===== config.mk =====
export PLATFORM = sky130hd
export DESIGN_NAME = output_fifo_flat
export DESIGN_NICKNAME = d
export VERILOG_FILES = /design/src/rtl/project_pkg.sv /design/src/rtl/output_fifo_if.sv /design/src/rtl/fifo_mem.sv /design/src/rtl/output_fifo.sv /design/src/flat_wrapper.sv
export SDC_FILE = /design/constraint.sdc
export NUM_CORES = 1
export LEC_CHECK = 0
export ABC_CLOCK_PERIOD_IN_PS = 4000
export BUFFER_PORTS_ARGS = -buffer_cell sky130_fd_sc_hd__buf_4
export CAP_MARGIN = 10
export CORE_ASPECT_RATIO = 2
export CORE_MARGIN = 2
export CORE_UTILIZATION = 54
export DETAILED_ROUTE_END_ITERATION = 10
export GPL_ROUTABILITY_DRIVEN = 0
export PLACE_DENSITY = 0.78
export SETUP_SLACK_MARGIN = 0.05
export SLEW_MARGIN = 30
export SYNTH_ARGS = -nofsm -noshare
export SYNTH_HDL_FRONTEND = slang
export SYNTH_SLANG_ARGS = --single-unit

===== constraint.sdc =====
create_clock -name clk -period 4 [get_ports clk]
set_input_delay 0.4 -clock clk [delete_from_list [all_inputs] [get_ports clk]]
set_output_delay 0.4 -clock clk [all_outputs]
set_load 0.02 [all_outputs]

===== src/rtl/project_pkg.sv =====
`timescale 1ns/1ps
`default_nettype none
// ============================================================================
//  Module      : project_pkg
//  Description : Shared defaults and helpers for the processor output path.
//                DATA_W_DEF      - processor datapath width
//                OFIFO_DEPTH_DEF - default output FIFO depth (entries)
//                ptr_w()         - pointer/count width for a given depth:
//                                  address bits plus one wrap bit
//  Revision    : 1.0 - initial release
// ============================================================================
package project_pkg;

  localparam int DATA_W_DEF      = 8;
  localparam int OFIFO_DEPTH_DEF = 4;

  // Pointers carry one bit beyond the address so full and empty can be told
  // apart; the occupancy count needs the same width to represent DEPTH.
  function automatic int ptr_w(input int depth);
    return $clog2(depth) + 1;
  endfunction

endpackage : project_pkg
`default_nettype wire


===== src/rtl/output_fifo_if.sv =====
`timescale 1ns/1ps
`default_nettype none
// ============================================================================
//  Module      : output_fifo_if
//  Description : Bus bundle between the processor/sink side and output_fifo.
//                Write side : wr_en, wr_data -> full, out_port
//                Sink side  : m_ready        -> m_valid, m_data
//                Status     : ovf_clr        -> ovf, count
//                modport master : processor + sink (drives wr_*, m_ready,
//                                 ovf_clr)
//                modport slave  : the FIFO itself
//  Revision    : 1.0 - initial release
// ============================================================================
interface output_fifo_if
  import project_pkg::*;
#(
  parameter int DATA_W = DATA_W_DEF,
  parameter int DEPTH  = OFIFO_DEPTH_DEF
);

  logic                    wr_en;
  logic [DATA_W-1:0]       wr_data;
  logic                    full;
  logic                    m_valid;
  logic [DATA_W-1:0]       m_data;
  logic                    m_ready;
  logic [DATA_W-1:0]       out_port;
  logic [ptr_w(DEPTH)-1:0] count;
  logic                    ovf;
  logic                    ovf_clr;

  modport master (
    output wr_en, wr_data, m_ready, ovf_clr,
    input  full, m_valid, m_data, out_port, count, ovf
  );

  modport slave (
    input  wr_en, wr_data, m_ready, ovf_clr,
    output full, m_valid, m_data, out_port, count, ovf
  );

endinterface : output_fifo_if
`default_nettype wire


===== src/rtl/fifo_mem.sv =====
`timescale 1ns/1ps
`default_nettype none
// ============================================================================
//  Module      : fifo_mem
//  Description : Storage array for output_fifo. One synchronous write port,
//                one asynchronous read port, no reset (contents are only
//                observed once written).
//                clk   - write clock
//                we    - write enable
//                waddr - write address
//                wdata - write data
//                raddr - read address
//                rdata - read data (combinational)
//  Revision    : 1.0 - initial release
// ============================================================================
module fifo_mem #(
  parameter int DEPTH  = 4,
  parameter int DATA_W = 8
) (
  input  wire logic                       clk,
  input  wire logic                       we,
  input  wire logic [$clog2(DEPTH)-1:0]   waddr,
  input  wire logic [DATA_W-1:0]          wdata,
  input  wire logic [$clog2(DEPTH)-1:0]   raddr,
  output logic      [DATA_W-1:0]          rdata
);

  logic [DATA_W-1:0] mem_q [DEPTH];

  always_ff @(posedge clk) begin
    if (we) begin
      mem_q[waddr] <= wdata;
    end
  end

  assign rdata = mem_q[raddr];

endmodule : fifo_mem
`default_nettype wire


===== src/rtl/output_fifo.sv =====
`timescale 1ns/1ps
`default_nettype none
// ============================================================================
//  Module      : output_fifo
//  Description : Processor output FIFO. Buffers OUT-instruction results for
//                an external valid/ready sink and mirrors the last accepted
//                value on out_port.
//                clk   - clock, all state on rising edge
//                rst_n - asynchronous active-low reset
//                bus   - output_fifo_if.slave (wr_en/wr_data/full,
//                        m_valid/m_data/m_ready, out_port, count, ovf/ovf_clr)
//  Options     : OUTPUT_FIFO_OVF_EN - when defined, builds the sticky
//                overflow flag; otherwise ovf is tied low and ovf_clr is
//                ignored. Ports are the same in both builds.
//  Revision    : 1.0 - initial release
// ============================================================================
module output_fifo
  import project_pkg::*;
#(
  parameter int DEPTH  = OFIFO_DEPTH_DEF,
  parameter int DATA_W = DATA_W_DEF
) (
  input  wire logic     clk,
  input  wire logic     rst_n,
  output_fifo_if.slave  bus
);

  localparam int                 c_addr_w  = $clog2(DEPTH);
  localparam int                 c_ptr_w   = ptr_w(DEPTH);
  localparam logic [c_ptr_w-1:0] c_ptr_one = c_ptr_w'(1);

  logic [c_ptr_w-1:0] wr_ptr_q, wr_ptr_d;
  logic [c_ptr_w-1:0] rd_ptr_q, rd_ptr_d;
  logic [DATA_W-1:0]  out_port_q, out_port_d;

  logic w_empty;
  logic w_full;
  logic w_wr_accept;
  logic w_rd_accept;

  // Same address with opposite wrap bits means the writer is a full lap ahead.
  assign w_empty = (wr_ptr_q == rd_ptr_q);
  assign w_full  = (wr_ptr_q[c_ptr_w-1] != rd_ptr_q[c_ptr_w-1]) &&
                   (wr_ptr_q[c_addr_w-1:0] == rd_ptr_q[c_addr_w-1:0]);

  // Both decisions use registered flags only: a read in the same cycle does
  // not free space for a write, and a write does not make an empty FIFO
  // readable until the following cycle.
  assign w_wr_accept = bus.wr_en && !w_full;
  assign w_rd_accept = !w_empty && bus.m_ready;

  always_comb begin
    wr_ptr_d   = wr_ptr_q;
    rd_ptr_d   = rd_ptr_q;
    out_port_d = out_port_q;
    if (w_wr_accept) begin
      wr_ptr_d   = wr_ptr_q + c_ptr_one;
      out_port_d = bus.wr_data;
    end
    if (w_rd_accept) begin
      rd_ptr_d = rd_ptr_q + c_ptr_one;
    end
  end

  always_ff @(posedge clk or negedge rst_n) begin
    if (!rst_n) begin
      wr_ptr_q   <= '0;
      rd_ptr_q   <= '0;
      out_port_q <= '0;
    end else begin
      wr_ptr_q   <= wr_ptr_d;
      rd_ptr_q   <= rd_ptr_d;
      out_port_q <= out_port_d;
    end
  end

  fifo_mem #(
    .DEPTH  (DEPTH),
    .DATA_W (DATA_W)
  ) u_mem (
    .clk   (clk),
    .we    (w_wr_accept),
    .waddr (wr_ptr_q[c_addr_w-1:0]),
    .wdata (bus.wr_data),
    .raddr (rd_ptr_q[c_addr_w-1:0]),
    .rdata (bus.m_data)
  );

  // Flags are decoded from the pointers, so they follow an asynchronous
  // reset immediately.
  assign bus.full     = w_full;
  assign bus.m_valid  = !w_empty;
  assign bus.count    = wr_ptr_q - rd_ptr_q;
  assign bus.out_port = out_port_q;

`ifdef OUTPUT_FIFO_OVF_EN
  logic ovf_q, ovf_d;

  // A dropped write in the same cycle as a clear wins, so no overflow event
  // is ever lost.
  always_comb begin
    ovf_d = ovf_q;
    if (bus.ovf_clr) begin
      ovf_d = 1'b0;
    end
    if (bus.wr_en && w_full) begin
      ovf_d = 1'b1;
    end
  end

  always_ff @(posedge clk or negedge rst_n) begin
    if (!rst_n) begin
      ovf_q <= 1'b0;
    end else begin
      ovf_q <= ovf_d;
    end
  end

  assign bus.ovf = ovf_q;
`else
  logic w_unused_ovf_clr;

  assign w_unused_ovf_clr = bus.ovf_clr;
  assign bus.ovf          = 1'b0;
`endif

endmodule : output_fifo
`default_nettype wire


===== src/flat_wrapper.sv =====
// flat-port wrapper written by rule: the top's interface ports become plain ports
module output_fifo_flat import project_pkg::*;
#(
  parameter int DEPTH  = OFIFO_DEPTH_DEF,
  parameter int DATA_W = DATA_W_DEF
)
  (clk, rst_n, bus_wr_en, bus_wr_data, bus_m_ready, bus_ovf_clr, bus_full, bus_m_valid, bus_m_data, bus_out_port, bus_count, bus_ovf);
  output_fifo_if #(.DATA_W(DATA_W), .DEPTH(DEPTH)) bus_i ();
  input  wire logic clk;
  input  wire logic rst_n;
  input wire logic [$bits(bus_i.wr_en)-1:0] bus_wr_en;
  input wire logic [$bits(bus_i.wr_data)-1:0] bus_wr_data;
  input wire logic [$bits(bus_i.m_ready)-1:0] bus_m_ready;
  input wire logic [$bits(bus_i.ovf_clr)-1:0] bus_ovf_clr;
  output wire logic [$bits(bus_i.full)-1:0] bus_full;
  output wire logic [$bits(bus_i.m_valid)-1:0] bus_m_valid;
  output wire logic [$bits(bus_i.m_data)-1:0] bus_m_data;
  output wire logic [$bits(bus_i.out_port)-1:0] bus_out_port;
  output wire logic [$bits(bus_i.count)-1:0] bus_count;
  output wire logic [$bits(bus_i.ovf)-1:0] bus_ovf;
  assign bus_i.wr_en = bus_wr_en;
  assign bus_i.wr_data = bus_wr_data;
  assign bus_i.m_ready = bus_m_ready;
  assign bus_i.ovf_clr = bus_ovf_clr;
  assign bus_full = bus_i.full;
  assign bus_m_valid = bus_i.m_valid;
  assign bus_m_data = bus_i.m_data;
  assign bus_out_port = bus_i.out_port;
  assign bus_count = bus_i.count;
  assign bus_ovf = bus_i.ovf;
  output_fifo #(.DEPTH(DEPTH), .DATA_W(DATA_W)) u_core (.clk(clk), .rst_n(rst_n), .bus(bus_i));
endmodule

==> results.py, run 1 <==
metrics = {
    "status": {
        "outcome": "finished, final reports clean",
    },
    "min_path": {
        "min_to": "u_core.rd_ptr_q[2]",
        "whs_path_depth": 2,
        "worstHoldStart": "bus_m_ready",
        "hold_path_class": "in2reg",
    },
    "critical_path": {
        "crit_path_end_kind": "register",
        "timing.rr.start": "u_core.rd_ptr_q[0]",
        "worst_path_max_delay_cell": "dfrtp_1",
        "reg2reg_to": "u_core.u_mem.mem_q[1][4]",
        "start_kind": "register",
        "slowest_delay_ns": 0.76,
        "path_cells": "ha_1, nand2_1, o21ai_4, nor2_1",
        "rr_worst_depth": 4,
        "path_delay_family": "simple AND/OR/NAND/NOR gates",
        "required_ns": 3.92,
        "arrival_ns": 2.46,
        "rrSetupSlack_ns": 1.46,
        "worst-path-buf-inv": 0,
        "critPathKind": "reg2reg",
        "crit_fanout": 13,
    },
    "timing": {
        "fin_tns_setup_ns": 0,
        "setup_slack_ns": 1.46,
        "report.final.slew_viol_count": 0,
        "period_minus_slack_ns": 2.54,
        "maxSlewHeadroom_pct": 46.9,
        "setup_viol": 0,
        "finalCritPeriodShare_pct": 63.6,
        "rsz0062_at_grt": "no",
        "skew_ns": 0.00873,
        "whs_ns": 0.310,
        "hold_viol": 0,
        "max_freq_mhz": 393,
        "tightest_slew_ns": 0.793,
    },
    "die": {
        "start_util_pct": 55.3,
        "core-area_um2": 3530,
        "die-height_um": 89.1,
        "rows": 31,
        "dieArea_um2": 4140,
        "chipWidth_um": 46.5,
        "io_pins": 35,
    },
    "grt": {
        "antenna_found_initial": 0,
        "grt_max_degree": 15,
        "first_global_vias": 991,
        "grt_pass1_wl_mm": 4.99,
        "overflow": 0,
        "grtUsageTotal_pct": 18.3,
    },
    "synth": {
        "synth_seq_cells": 46,
        "syn_area_um2": 1950,
        "avgSynthCellArea_um2": 18.3,
        "syn_nets": 128,
        "ys_warn_count": 0,
        "synth_cell_types": 23,
        "yosysSeqAreaShare_pct": 67.1,
        "postSynthCellCount": 107,
    },
    "clock_tree": {
        "cts_tree": "built",
        "post_cts_buffers": 0,
        "clock_latency_ns": 0.29,
        "cts-root-buf": "clkbuf_8",
        "ctsResizeCount": 0,
        "ctsHoldBuffers": 1,
        "cts.clk_slew.worst_paths_ns": 0.08,
        "cts_max_path_buffers": 2,
        "cts_buffers": 5,
        "clock-sinks": 46,
        "htreeDepth": 2,
    },
    "layout": {
        "n_antenna_cell": 0,
        "drive_gt1_share_pct": 42.4,
        "syn_to_final_growth_pct": 18.5,
        "final_nets": 164,
    },
    "route": {
        "drc_errors": 0,
        "drt-pass1-iter-count": 4,
        "avgViaCountPerCell": 5.05,
        "wl_per_cell_um": 16.1,
        "totalWireLength_mm": 3.11,
        "vias": 974,
        "ant_nets": 0,
        "drt_iter0_drc": 30,
    },
    "flow_run": {
        "drv_cap": 0,
    },
    "place": {
        "hpwl_mm": 2.15,
        "pre_cts_ws_ns": 1.41,
        "port_buffers": 32,
    },
    "pwr": {
        "p_leak_uw": 0.000937,
        "power.internal_uw": 1270,
        "cellPowerDensity_nw_per_um2": 885,
        "clkPwrFrac_pct": 13.3,
        "sequentialPowerShare_pct": 38.4,
        "combinationalPowerShare_pct": 48.4,
        "p_sw_uw": 773,
        "peakVddDrop_mv": 0.614,
        "switching_share_pct": 37.8,
    },
}
[Yosys cell counts (all sizes together)]
cell type  number  share of area (%)
edfxtp         32                 49
dfrtp          14                 18
mux2           11                7.7
inv             9                1.7
mux4            8                9.2
ha              7                4.5
nor2            5               0.96
xnor2           4                2.2
buf             3                1.7
nand2           3               0.58
a21oi           2               0.51
a31oi           2               0.64
o21ai           2                1.1
a31o            1               0.45
clkbuf          1               0.19
conb            1               0.19
fa              1                1.0
nand3           1               0.26
[worst max-delay path by stage]
stage                                     to  slack [ns]                from  depth (start not counted)
global placement    u_core.u_mem.mem_q[0][7]        1.46  u_core.rd_ptr_q[0]                          4
floorplan           u_core.u_mem.mem_q[0][0]        1.77  u_core.rd_ptr_q[1]                          7
detailed placement  u_core.u_mem.mem_q[2][0]        1.41  u_core.rd_ptr_q[0]                          4
finish              u_core.u_mem.mem_q[1][4]        1.46  u_core.rd_ptr_q[0]                          4
global route        u_core.u_mem.mem_q[0][5]        1.25  u_core.rd_ptr_q[0]                          4
CTS                 u_core.u_mem.mem_q[2][5]        1.39  u_core.rd_ptr_q[0]                          4
[cells by family after synthesis]
kind of cell	Yosys count	synth area share (%)
mux	19	16.9
xor+xnor	4	2.18
flops	46	67.1
fa+ha+maj	8	5.51
other cells	1	0.192
buf+inv	13	3.59
compound gates	7	2.69
simple gates	9	1.79
[state kept, by name, indices dropped and copies added, names as in the netlist]
signal,count
u_core.bus.out_port,8
u_core.rd_ptr_q,3
u_core.wr_ptr_q,3
u_core.u_mem.mem_q,32
[layout by cell type, fill, tap and decap left out, types with 2 or more instances in the layout]
cell,instances
mux4_2,8
clkbuf_8,5
ha_1,7
mux2_2,4
nor2_1,5
inv_1,9
mux2_4,7
a21oi_1,2
edfxtp_1,32
dfrtp_1,14
nand2_1,3
buf_4,32
a31oi_1,2
xnor2_1,3
[area by class of cell]
cell class	count	area, µm²
sequential	46	1310
fill	252	1210
multi-input combinational	48	572
timing repair buffer	33	250
clock buffer	6	72.6
tap	49	61.3
inverter	9	33.8
clock inverter	2	13.8
[routing by layer]
| layer | vias to the layer above | track usage [%] | wire length (µm) |
|---|---|---|---|
| met3 | 8 | 3.64 | 139 |
| met5 | - | 0 | 0 |
| li1 | 462 | - | - |
| met2 | 29 | 29.7 | 1630 |
| met4 | 0 | 10.1 | 82 |
| met1 | 475 | 22.2 | 1250 |
[power groups by stage]
stage,Sequential (µW),Combinational (µW),Clock (µW)
after floorplan,788,680,0
after global placement,793,985,0
after detailed placement,801,1000,0
after CTS,791,1000,282
after global routing,811,1070,298
final,785,991,272
[stage by stage]
stage	std cells	cell area, µm²	utilization (%)	total power [µW]
2_1_floorplan	107	1950	-	1470
3_3_place_gp	184	2220	62.9	1780
3_5_place_dp	184	2220	62.9	1800
4_1_cts	193	2310	65.6	2080
5_1_grt	193	2310	65.6	2180
6_report	193	2310	65.6	2050
(Power assumes the default switching activity.)
==> run 2, diff against run 1 <==
ABC_AREA = 1   (was not set)
ABC_CLOCK_PERIOD_IN_PS = 2550   (was 4000)
PLACE_DENSITY = 0.77   (was 0.78)
clock period = 2.55 ns   (was 4 ns; I/O delays follow)
==> results.py, run 2 <==
metrics = {
    "die": {
        "chipWidth_um": 47.0,
        "rows": 31,
        "start_util_pct": 56.0,
        "die-height_um": 90.1,
        "core-area_um2": 3570,
        "dieArea_um2": 4230,
        "io_pins": 35,
    },
    "synth": {
        "synth_edf_count": 32,
        "synth_most_common_cell": "nand2_1",
        "syn_area_um2": 2000,
        "avgSynthCellArea_um2": 11.3,
        "synth_seq_cells": 46,
        "synth_area_leaders": "edfxtp_1 (48%), dfrtp_1 (18%), nand2_1 (6.8%)",
        "yosysSeqAreaShare_pct": 65.6,
        "ys.flop_type": "edfxtp_1",
        "async_reset_ff_share_pct": 30.4,
        "syn_nets": 198,
        "yosys-top-cells-count": "nand2_1 (36), edfxtp_1 (32), nor2_1 (19), o21ai_0 (16), nand3_1 (15)",
        "yosysTopAreaCellShare_pct": 48.1,
        "postSynthCellCount": 177,
        "ys_warn_count": 0,
        "synth_cell_types": 21,
        "yosysTopAreaCell": "edfxtp_1",
    },
    "route": {
        "avgViaCountPerCell": 5.25,
        "drc_errors": 0,
        "ant_nets": 0,
        "vias": 1392,
        "totalWireLength_mm": 3.98,
        "drt_iter0_drc": 46,
        "wl_per_cell_um": 15.0,
        "drt-pass1-iter-count": 6,
    },
    "clock_tree": {
        "cts_buffers": 5,
        "cts_max_path_buffers": 2,
        "cts-root-buf": "clkbuf_8",
        "ctsResizeCount": 0,
        "cts_tree": "built",
        "cts.clk_slew.worst_paths_ns": 0.08,
        "htreeDepth": 2,
        "clock-sinks": 46,
        "clock_latency_ns": 0.29,
    },
    "flow_run": {
        "drv_cap": 0,
    },
    "critical_path": {
        "required_ns": 2.30,
        "start_kind": "register",
        "rrSetupSlack_ns": 0.60,
        "arrival_ns": 1.81,
        "reg2reg_to": "u_core.u_mem.mem_q[2][3]",
        "rr_worst_depth": 8,
        "critPathKind": "reg2out",
        "timing.rr.start": "u_core.rd_ptr_q[1]",
        "crit_fanout": 19,
        "crit_path_end_kind": "output port",
    },
    "timing": {
        "finalCritPeriodShare_pct": 81.0,
        "max_freq_mhz": 484,
        "hold_viol": 0,
        "report.final.slew_viol_count": 0,
        "setup_viol": 0,
        "rsz0062_at_grt": "no",
        "fin_tns_setup_ns": 0,
        "period_minus_slack_ns": 2.07,
        "skew_ns": 0.00361,
        "setup_slack_ns": 0.484,
    },
    "min_path": {
        "hold_path_class": "in2reg",
        "whs_path_depth": 1,
        "worstHoldStart": "bus_wr_data[1]",
        "min_to": "u_core.u_mem.mem_q[2][1]",
    },
    "pwr": {
        "combinationalPowerShare_pct": 50.1,
        "peakVddDrop_mv": 1.01,
        "p_total_uw": 3330,
        "power.internal_uw": 1950,
        "p_sw_uw": 1380,
        "cellPowerDensity_nw_per_um2": 1380,
        "clkPwrFrac_pct": 15.7,
        "sequentialPowerShare_pct": 34.2,
        "p_leak_uw": 0.00108,
        "switching_share_pct": 41.4,
    },
    "layout": {
        "n_antenna_cell": 0,
        "fin_util_pct": 67.5,
        "drive_gt1_share_pct": 22.7,
        "syn_to_final_growth_pct": 20.5,
        "final_nets": 236,
        "largest_reg_flops": 32,
        "final_common_cell": "buf_4",
        "top_register": "u_core.u_mem.mem_q",
        "final_cell_mix": "buf_4 (38), nand2_1 (36), edfxtp_1 (32), nor2_1 (19), o21ai_0 (16)",
    },
    "grt": {
        "antenna_found_initial": 0,
        "overflow": 0,
        "grt_max_degree": 20,
        "first_global_vias": 1441,
        "grt_pass1_wl_mm": 6.56,
        "grtUsageTotal_pct": 22.0,
    },
    "status": {
        "outcome": "finished, final reports clean",
    },
    "place": {
        "pre_cts_ws_ns": 0.568,
        "hpwl_mm": 2.91,
        "port_buffers": 32,
    },
}
-- run 2: cell type report --
class	count	area [µm²]
well taps	49	61.3
clock buffers	6	72.6
repair buffers	39	295
multi-input cells	108	576
fillers	275	1160
flip-flops and latches	46	1310
inverters	15	56.3
clock inverters	2	37.5
-- run 2: cell families (layout without fill, tap and decap cells) --
group                    after synthesis  after routing  synth area share, %
AO/OA/AOI/OAI                         24             24                 6.51
other                                  1              1                0.188
XOR/XNOR                               2              2                0.876
adder cells (fa/ha/maj)                8              8                 5.38
AND/OR/NAND/NOR                       73             73                 15.8
buffers and inverters                 23             62                 5.63
flip-flops                            46             46                 65.6
-- run 2: metrics by stage --
step | hold WS [ns] | instances | cell area (µm²)
2_1_floorplan | -0.0406 | 177 | 2000
3_3_place_gp | 0.111 | 256 | 2290
3_5_place_dp | 0.116 | 256 | 2290
4_1_cts | 0.164 | 265 | 2410
5_1_grt | 0.157 | 265 | 2410
6_report | 0.170 | 265 | 2410
-- run 2: critical path: stages (launching register included) --
cell and delay (ns):
dfrtp_1 0.38, buf_4 0.20, inv_1 0.37, o21ai_0 0.18
o22ai_1 0.19, buf_4 0.18
-- run 2: layer usage --
| layer | track usage, % | vias to the layer above | routed length [µm] |
|---|---|---|---|
| li1 | - | 667 | - |
| met1 | 23.6 | 680 | 1420 |
| met2 | 38.1 | 38 | 2280 |
| met3 | 4.62 | 7 | 185 |
| met4 | 9.72 | 0 | 91 |
| met5 | 0 | - | 0 |
-- run 2: worst max-delay path by stage --
stage | slack (ns) | depth (start not counted) | to | start
2_1_floorplan | 0.49 | 9 | u_core.u_mem.mem_q[0][0] | u_core.rd_ptr_q[1]
3_3_place_gp | 0.62 | 8 | u_core.u_mem.mem_q[2][0] | u_core.rd_ptr_q[1]
3_5_place_dp | 0.57 | 8 | u_core.u_mem.mem_q[2][1] | u_core.rd_ptr_q[1]
4_1_cts | 0.48 | 5 | bus_m_data[1] | u_core.rd_ptr_q[0]
5_1_grt | 0.31 | 5 | bus_m_data[1] | u_core.rd_ptr_q[0]
6_report | 0.48 | 5 | bus_m_data[1] | u_core.rd_ptr_q[0]
-- run 2: power by group through the flow --
stage	logic [µW]	clock network (µW)	registers, µW
floorplan	984	0	1220
global placement	1620	0	1140
detailed placement	1680	0	1160
CTS	1690	531	1140
global route	1840	559	1160
finish	1670	524	1140
-- run 2: repair_timing --
| item | CTS | global route |
|---|---|---|
| hold buffers | 1 | 0 |
| setup buffers | 0 | 0 |
| hold endpoints to repair | 14 | 0 |
| setup endpoints to repair | 0 | 0 |
